--- src/rtl/ctrl_fsm_param_pkg.sv ---
// ctrl_pkg: opcode and state encodings plus opcode classification helpers
// for the parametrised multi-cycle register-file controller.
package ctrl_pkg;

  typedef enum logic [3:0] {
    OP_MVI = 4'd0,
    OP_MV  = 4'd1,
    OP_ADD = 4'd2,
    OP_SUB = 4'd3,
    OP_NOT = 4'd4,
    OP_AND = 4'd5,
    OP_OR  = 4'd6,
    OP_XOR = 4'd7
  } opcode_e;

  typedef enum logic [1:0] {
    T0 = 2'd0,
    T1 = 2'd1,
    T2 = 2'd2,
    T3 = 2'd3
  } state_e;

  // Callers zero-extend func to 32 bits so one helper serves any FUNC_W.
  function automatic logic is_legal(input logic [31:0] f);
    return f < 32'd8;
  endfunction

  // Two-operand ALU ops: A is loaded from Rx before the ALU step.
  function automatic logic is_binary(input logic [31:0] f);
    return (f == 32'(OP_ADD)) || (f == 32'(OP_SUB)) || (f == 32'(OP_AND)) ||
           (f == 32'(OP_OR))  || (f == 32'(OP_XOR));
  endfunction

endpackage

--- src/rtl/ctrl_fsm_param_if.sv ---
// Instruction-in / datapath-control-out bundle of ctrl_fsm_param.
// The stall input exists only when CTRL_STALL_EN is defined.
// extern_o carries the external-data (DIN) bus enable; "extern" is reserved.
interface ctrl_fsm_param_if #(
  parameter int unsigned NUM_REGS = 8,
  parameter int unsigned FUNC_W   = 4
);
  localparam int unsigned REG_SEL_W = $clog2(NUM_REGS);

  logic                 run;
  logic [FUNC_W-1:0]    func;
  logic [REG_SEL_W-1:0] Rx;
  logic [REG_SEL_W-1:0] Ry;
`ifdef CTRL_STALL_EN
  logic                 stall;
`endif
  logic [NUM_REGS-1:0]  R_in;
  logic [NUM_REGS-1:0]  R_out;
  logic                 A_in;
  logic                 G_in;
  logic                 G_out;
  logic                 extern_o;
  logic [FUNC_W-1:0]    alu_func;
  logic                 done;
  logic                 busy;
  logic                 illegal;

  // Instruction source / datapath side.
  modport master (
`ifdef CTRL_STALL_EN
    output stall,
`endif
    output run, func, Rx, Ry,
    input  R_in, R_out, A_in, G_in, G_out, extern_o, alu_func, done, busy, illegal
  );

  // Controller side.
  modport slave (
`ifdef CTRL_STALL_EN
    input  stall,
`endif
    input  run, func, Rx, Ry,
    output R_in, R_out, A_in, G_in, G_out, extern_o, alu_func, done, busy, illegal
  );
endinterface

--- src/rtl/ctrl_fsm_param_reg_sel_decoder.sv ---
// reg_sel_decoder: register index + enable -> one-hot select.
// Output is all-zero when disabled or when the index is past NUM_REGS.
module reg_sel_decoder #(
  parameter int unsigned NUM_REGS = 8
) (
  input  logic                        en_i,
  input  logic [$clog2(NUM_REGS)-1:0] idx_i,
  output logic [NUM_REGS-1:0]         onehot_o
);
  localparam int unsigned IDX_W = $clog2(NUM_REGS);

  // Compare the index against every valid register number.
  always_comb begin
    onehot_o = '0;
    for (int i = 0; i < int'(NUM_REGS); i++) begin
      onehot_o[i] = en_i && (idx_i == IDX_W'(i));
    end
  end
endmodule

--- src/rtl/ctrl_fsm_param.sv ---
// ctrl_fsm_param: multi-cycle controller for the register-file processor.
// Latches (func, Rx, Ry) on run in T0 and sequences T1..T3; control outputs
// are decoded combinationally from the registered state and instruction.
// Optional feature: define CTRL_STALL_EN to add a stall input that holds
// the current step and blanks every output except busy.
module ctrl_fsm_param
  import ctrl_pkg::*;
#(
  parameter int unsigned NUM_REGS = 8,
  parameter int unsigned FUNC_W   = 4
) (
  input  logic           clk,
  input  logic           reset,
  ctrl_fsm_param_if.slave bus
);
  localparam int unsigned REG_SEL_W = $clog2(NUM_REGS);

  state_e               state_q;
  logic [FUNC_W-1:0]    func_q;
  logic [REG_SEL_W-1:0] rx_q;
  logic [REG_SEL_W-1:0] ry_q;

  logic                 stall_c;
  logic                 legal_c;
  logic                 unary_c;
  logic                 binary_c;
  opcode_e              op_c;

  logic                 rin_en_c;
  logic                 rout_en_c;
  logic [REG_SEL_W-1:0] rout_idx_c;
  logic                 a_in_c;
  logic                 g_in_c;
  logic                 g_out_c;
  logic                 ext_c;
  logic                 done_c;
  logic                 illegal_c;

`ifdef CTRL_STALL_EN
  assign stall_c = bus.stall && (state_q != T0);
`else
  assign stall_c = 1'b0;
`endif

  // Instruction classification from the latched IR.
  assign legal_c  = is_legal(32'(func_q)) && (32'(rx_q) < NUM_REGS) && (32'(ry_q) < NUM_REGS);
  assign op_c     = opcode_e'(func_q[3:0]);
  assign unary_c  = legal_c && (op_c == OP_NOT);
  assign binary_c = legal_c && is_binary(32'(func_q));

  // State sequencing and instruction latch; run is only looked at in T0.
  always_ff @(posedge clk) begin
    if (reset) begin
      state_q <= T0;
      func_q  <= '0;
      rx_q    <= '0;
      ry_q    <= '0;
    end else begin
      case (state_q)
        T0: if (bus.run) begin
          state_q <= T1;
          func_q  <= bus.func;
          rx_q    <= bus.Rx;
          ry_q    <= bus.Ry;
        end
        T1: if (!stall_c) state_q <= (unary_c || binary_c) ? T2 : T0;
        T2: if (!stall_c) state_q <= unary_c ? T0 : T3;
        T3: if (!stall_c) state_q <= T0;
        default: state_q <= T0;
      endcase
    end
  end

  // Per-step datapath enables; a stalled step is a bubble.
  always_comb begin
    rin_en_c   = 1'b0;
    rout_en_c  = 1'b0;
    rout_idx_c = ry_q;
    a_in_c     = 1'b0;
    g_in_c     = 1'b0;
    g_out_c    = 1'b0;
    ext_c      = 1'b0;
    done_c     = 1'b0;
    illegal_c  = 1'b0;
    if (!stall_c) begin
      case (state_q)
        T1: begin
          if (!legal_c) begin
            done_c    = 1'b1;
            illegal_c = 1'b1;
          end else if (op_c == OP_MVI) begin
            ext_c    = 1'b1;
            rin_en_c = 1'b1;
            done_c   = 1'b1;
          end else if (op_c == OP_MV) begin
            rout_en_c = 1'b1;
            rin_en_c  = 1'b1;
            done_c    = 1'b1;
          end else if (unary_c) begin
            rout_en_c = 1'b1;
            g_in_c    = 1'b1;
          end else if (binary_c) begin
            rout_en_c  = 1'b1;
            rout_idx_c = rx_q;
            a_in_c     = 1'b1;
          end
        end
        T2: begin
          if (unary_c) begin
            g_out_c  = 1'b1;
            rin_en_c = 1'b1;
            done_c   = 1'b1;
          end else begin
            rout_en_c = 1'b1;
            g_in_c    = 1'b1;
          end
        end
        T3: begin
          g_out_c  = 1'b1;
          rin_en_c = 1'b1;
          done_c   = 1'b1;
        end
        default: ;
      endcase
    end
  end

  // Destination register is always Rx.
  reg_sel_decoder #(.NUM_REGS(NUM_REGS)) u_rin_dec (
    .en_i     (rin_en_c),
    .idx_i    (rx_q),
    .onehot_o (bus.R_in)
  );

  reg_sel_decoder #(.NUM_REGS(NUM_REGS)) u_rout_dec (
    .en_i     (rout_en_c),
    .idx_i    (rout_idx_c),
    .onehot_o (bus.R_out)
  );

  assign bus.A_in     = a_in_c;
  assign bus.G_in     = g_in_c;
  assign bus.G_out    = g_out_c;
  assign bus.extern_o = ext_c;
  assign bus.alu_func = g_in_c ? func_q : '0;
  assign bus.done     = done_c;
  assign bus.illegal  = illegal_c;
  assign bus.busy     = (state_q != T0);
endmodule

--- src/flat_wrapper.sv ---
// flat-port wrapper written by rule: the top's interface ports become plain ports
module ctrl_fsm_param_flat import ctrl_pkg::*;
#(
  parameter int unsigned NUM_REGS = 8,
  parameter int unsigned FUNC_W   = 4
)
  (clk, reset, bus_run, bus_func, bus_Rx, bus_Ry, bus_R_in, bus_R_out, bus_A_in, bus_G_in, bus_G_out, bus_extern_o, bus_alu_func, bus_done, bus_busy, bus_illegal);
  ctrl_fsm_param_if #(.NUM_REGS(NUM_REGS), .FUNC_W(FUNC_W)) bus_i ();
  input  logic clk;
  input  logic reset;
  input wire logic [$bits(bus_i.run)-1:0] bus_run;
  input wire logic [$bits(bus_i.func)-1:0] bus_func;
  input wire logic [$bits(bus_i.Rx)-1:0] bus_Rx;
  input wire logic [$bits(bus_i.Ry)-1:0] bus_Ry;
  output wire logic [$bits(bus_i.R_in)-1:0] bus_R_in;
  output wire logic [$bits(bus_i.R_out)-1:0] bus_R_out;
  output wire logic [$bits(bus_i.A_in)-1:0] bus_A_in;
  output wire logic [$bits(bus_i.G_in)-1:0] bus_G_in;
  output wire logic [$bits(bus_i.G_out)-1:0] bus_G_out;
  output wire logic [$bits(bus_i.extern_o)-1:0] bus_extern_o;
  output wire logic [$bits(bus_i.alu_func)-1:0] bus_alu_func;
  output wire logic [$bits(bus_i.done)-1:0] bus_done;
  output wire logic [$bits(bus_i.busy)-1:0] bus_busy;
  output wire logic [$bits(bus_i.illegal)-1:0] bus_illegal;
  assign bus_i.run = bus_run;
  assign bus_i.func = bus_func;
  assign bus_i.Rx = bus_Rx;
  assign bus_i.Ry = bus_Ry;
  assign bus_R_in = bus_i.R_in;
  assign bus_R_out = bus_i.R_out;
  assign bus_A_in = bus_i.A_in;
  assign bus_G_in = bus_i.G_in;
  assign bus_G_out = bus_i.G_out;
  assign bus_extern_o = bus_i.extern_o;
  assign bus_alu_func = bus_i.alu_func;
  assign bus_done = bus_i.done;
  assign bus_busy = bus_i.busy;
  assign bus_illegal = bus_i.illegal;
  ctrl_fsm_param #(.NUM_REGS(NUM_REGS), .FUNC_W(FUNC_W)) u_core (.clk(clk), .reset(reset), .bus(bus_i));
endmodule
--- config.mk ---
export PLATFORM = sky130hd
export DESIGN_NAME = ctrl_fsm_param_flat
export DESIGN_NICKNAME = d
export VERILOG_FILES = /design/src/rtl/ctrl_fsm_param_pkg.sv /design/src/rtl/ctrl_fsm_param_if.sv /design/src/rtl/ctrl_fsm_param_reg_sel_decoder.sv /design/src/rtl/ctrl_fsm_param.sv /design/src/flat_wrapper.sv
export SDC_FILE = /design/constraint.sdc
export NUM_CORES = 1
export LEC_CHECK = 0
export BUFFER_PORTS_ARGS = -buffer_cell sky130_fd_sc_hd__buf_2
export CAP_MARGIN = 20
export CORE_MARGIN = 2
export CORE_UTILIZATION = 35
export DETAILED_ROUTE_END_ITERATION = 6
export SLEW_MARGIN = 15
export SYNTH_ARGS = -nofsm -noshare
export SYNTH_HDL_FRONTEND = slang
export SYNTH_HIERARCHICAL = 1
export SYNTH_SLANG_ARGS = --single-unit
--- constraint.sdc ---
create_clock -name clk -period 2 [get_ports clk]
set_input_delay 0.1 -clock clk [delete_from_list [all_inputs] [get_ports clk]]
set_output_delay 0.1 -clock clk [all_outputs]
set_load 0.005 [all_outputs]
==> flow_summary_export.csv <==
group,metric,value,unit
outcome,status,"complete, no violations",
routing,routed_via_density,5.32,
floorplanning,num_io_pins,40,
timing,grt_setup_unrepaired,"true",
routing,vias,1006,
routing,drt_iter0_drc,16,
power_and_ir_drop,irDropWorstVdd,359,uV
routing,drc,0,
routing,met2_length,1190,um
setup_path,crit_path_end,"bus_R_out[0]",
timing,finalCritPeriodShare,0.966,
routing,final_antenna_net_count,0,
synthesis,ys_ff_latch,12,
setup_path,cp-start-kind,"flop",
timing,fin_crit,1930,ps
timing,slew_headroom,0.780,
placed_design,dp_hpwl,1740,um
grt,antenna_found_initial,0,
cts,cts_sinks,12,
cts,clock_latency,270,ps
final_layout,fillCellCount,247,
timing,totalNegativeSetupSlack,0,ps
setup_path,r2r-end,"u_core/state_q[1]",
floorplanning,die_h,55.1,um
routing,met3_length,97,um
synthesis,netlist_area,912,um2
power_and_ir_drop,p_int,0.460,mW
placed_design,port_buffers,39,
cts,root_buffer,"clkbuf_4",
timing,final_hold_viol_count,0,
setup_path,setup.worst_path.start,"u_core/state_q[1]",
timing,fmax,518,MHz
setup_path,path_max_fanout,8,
routing,wl_per_cell,12.4,um
power_and_ir_drop,clockPowerShare,0.282,
power_and_ir_drop,switchingPower,0.205,mW
final_layout,syn_to_final_growth,49.2,%
floorplanning,core_area,2480,um2
run,max-cap-violations,0,
timing,slew_viol_final,0,
setup_path,worstPathArrival,1830,ps
timing,setup_viol,0,
synthesis,synth_nets,128,
synthesis,syn_area_per_cell,8.29,um2
setup_path,endpoint_kind,"primary output",
grt,grt_util_all_layers,0.157,
cts,cts_buffers,3,
synthesis,async_flop_share,0,
routing,wirelength_met1,1060,um
power_and_ir_drop,pwr-share-comb,0.291,
cts,cts_tree,"built",
power_and_ir_drop,netSwitchingFraction,0.308,
synthesis,synth-warning-count,6,
timing,tightest_slew,328,ps
final_layout,multiInputGateArea,753,um2
floorplanning,rows,18,
timing,clock_skew,5.29,ps
final_layout,regArea,248,um2
routing,drt_wl_total,2350,um
final_layout,antenna_cells,0,
setup_path,rr_worst_depth,6,
grt,grt_pass1_wl,3480,um
setup_path,required,1900,ps
synthesis,synth_cell_types,32,
grt,grt_max_degree,14,
final_layout,final_util,0.549,
cts,cts_hold_buf,0,
floorplanning,die_area,3030,um2
final_layout,nets,178,
floorplanning,die_w,55.1,um
grt,gr-total-overflow,0,
power_and_ir_drop,power.density,488,nW/um2
floorplanning,initial_core_util,0.368,
cts,htree_levels,1,
synthesis,yosys_most_used_dff,"dfxtp_1",
setup_path,r2r_setup_slack,240,ps
power_and_ir_drop,pwr-share-seq,0.427,
setup_path,crit_type,"reg2out",
setup_path,r2r_start,"u_core/state_q[1]",
synthesis,synth_edf_count,0,
worst_hold_path,hold_class,"in2reg",
synthesis,yosysSeqAreaShare,0.263,
power_and_ir_drop,p_leak,0.662,nW
cts,clk_pin_slew,80,ps
routing,dr.pass1.iters,4,
routing,highest_layer,"met4",
placed_design,place_congestion,0.791,
cts,cts_max_path_buffers,2,
synthesis,synthCells,110,
grt,grt_pass1_vias,802,
final_layout,layout-drive-gt1-share,0.541,
timing repair:
action	in CTS	in global routing
hold endpoints to repair	0	0
gates cloned	0	0
setup endpoints to repair	16	17
setup buffers	1	5
resized for setup	12	21
pin swaps	1	5
synthesized netlist by cell type, types with 3 or more instances:
| master | instances | area share |
|---|---|---|
| a21oi_1 | 15 | 0.082 |
| and3_1 | 3 | 0.021 |
| and4b_2 | 4 | 0.049 |
| and4bb_1 | 4 | 0.055 |
| dfxtp_1 | 12 | 0.26 |
| ha_1 | 5 | 0.069 |
| inv_1 | 5 | 0.021 |
| mux2_2 | 3 | 0.037 |
| nand2_1 | 22 | 0.091 |
| nor2_1 | 4 | 0.016 |
| o21ai_0 | 3 | 0.016 |
power groups by stage:
| stage | clock network (mW) | registers, mW | logic [mW] |
|---|---|---|---|
| 2_1_floorplan | 0 | 0.275 | 0.103 |
| 3_3_place_gp | 0 | 0.283 | 0.148 |
| 3_5_place_dp | 0 | 0.284 | 0.149 |
| 5_1_grt | 0.212 | 0.288 | 0.213 |
| 6_report | 0.187 | 0.284 | 0.194 |
| 4_1_cts | 0.196 | 0.279 | 0.160 |
registers in the layout, summed over array words and instances, names as in the netlist:
signal	flops
u_core/rx_q	3
u_core/func_q	4
u_core/ry_q	3
u_core/state_q	2
layer usage:
layer  vias up  global-route usage
li1        508                   -
met1       473               0.214
met2        23               0.252
met3         2              0.0242
met4         0              0.0488
met5         -                   0
cell families (layout without fill, tap and decap cells):
family          Yosys count  in the layout  synth area share
compound gates           22             22             0.133
fa+ha+maj                 5              5            0.0686
buf+inv                   8             57            0.0370
flops                    12             12             0.263
mux                       4              4            0.0480
simple gates             59             59             0.450
area by class of cell:
cell class,instances,area share
Timing Repair Buffer,48,0.193
Sequential cell,12,0.182
Tap cell,30,0.0276
Inverter,5,0.0175
Clock buffer,4,0.0267
Multi-Input combinational cell,90,0.553
how the worst min path moves through the flow:
| stage | slack, ps | from | depth (start not counted) | end |
|---|---|---|---|---|
| after floorplan | 170 | reset | 1 | u_core/state_q[0] |
| after global placement | 340 | bus_Ry[0] | 3 | u_core/ry_q[0] |
| after detailed placement | 350 | bus_func[1] | 3 | u_core/func_q[1] |
| after CTS | 60 | bus_Ry[0] | 3 | u_core/ry_q[0] |
| after global routing | 50 | bus_Rx[0] | 3 | u_core/rx_q[0] |
| final | 70 | bus_func[0] | 3 | u_core/func_q[0] |
through the flow:
step	instance area [um2]	total power [mW]	worst slack (ps)	hold slack, ps	cells
2_1_floorplan	912	0.378	233	173	110
3_3_place_gp	1150	0.431	113	342	179
3_5_place_dp	1150	0.433	68.7	349	179
4_1_cts	1230	0.634	0.306	58.3	184
5_1_grt	1360	0.713	-31.5	50.9	189
6_report	1360	0.665	68.3	65.1	189
critical path: stages, from the launching register on:
cell      delay (ps)
dfxtp_4          360
inv_4             70
ha_4             140
nand2b_4          60
nor2_4           160
mux2_4           350
nor4b_2          270
buf_2            150
cell usage in the layout (no fill, tap or decap), drive strengths merged, types with 3 or more instances in the layout:
cell	n
clkbuf	4
nand2	22
mux2	3
inv	5
dfxtp	12
and3	3
ha	5
buf	48
and4b	6
nor2	4
a21oi	15
and4bb	6
o21ai	3
Power figures use the tool's default switching activity.
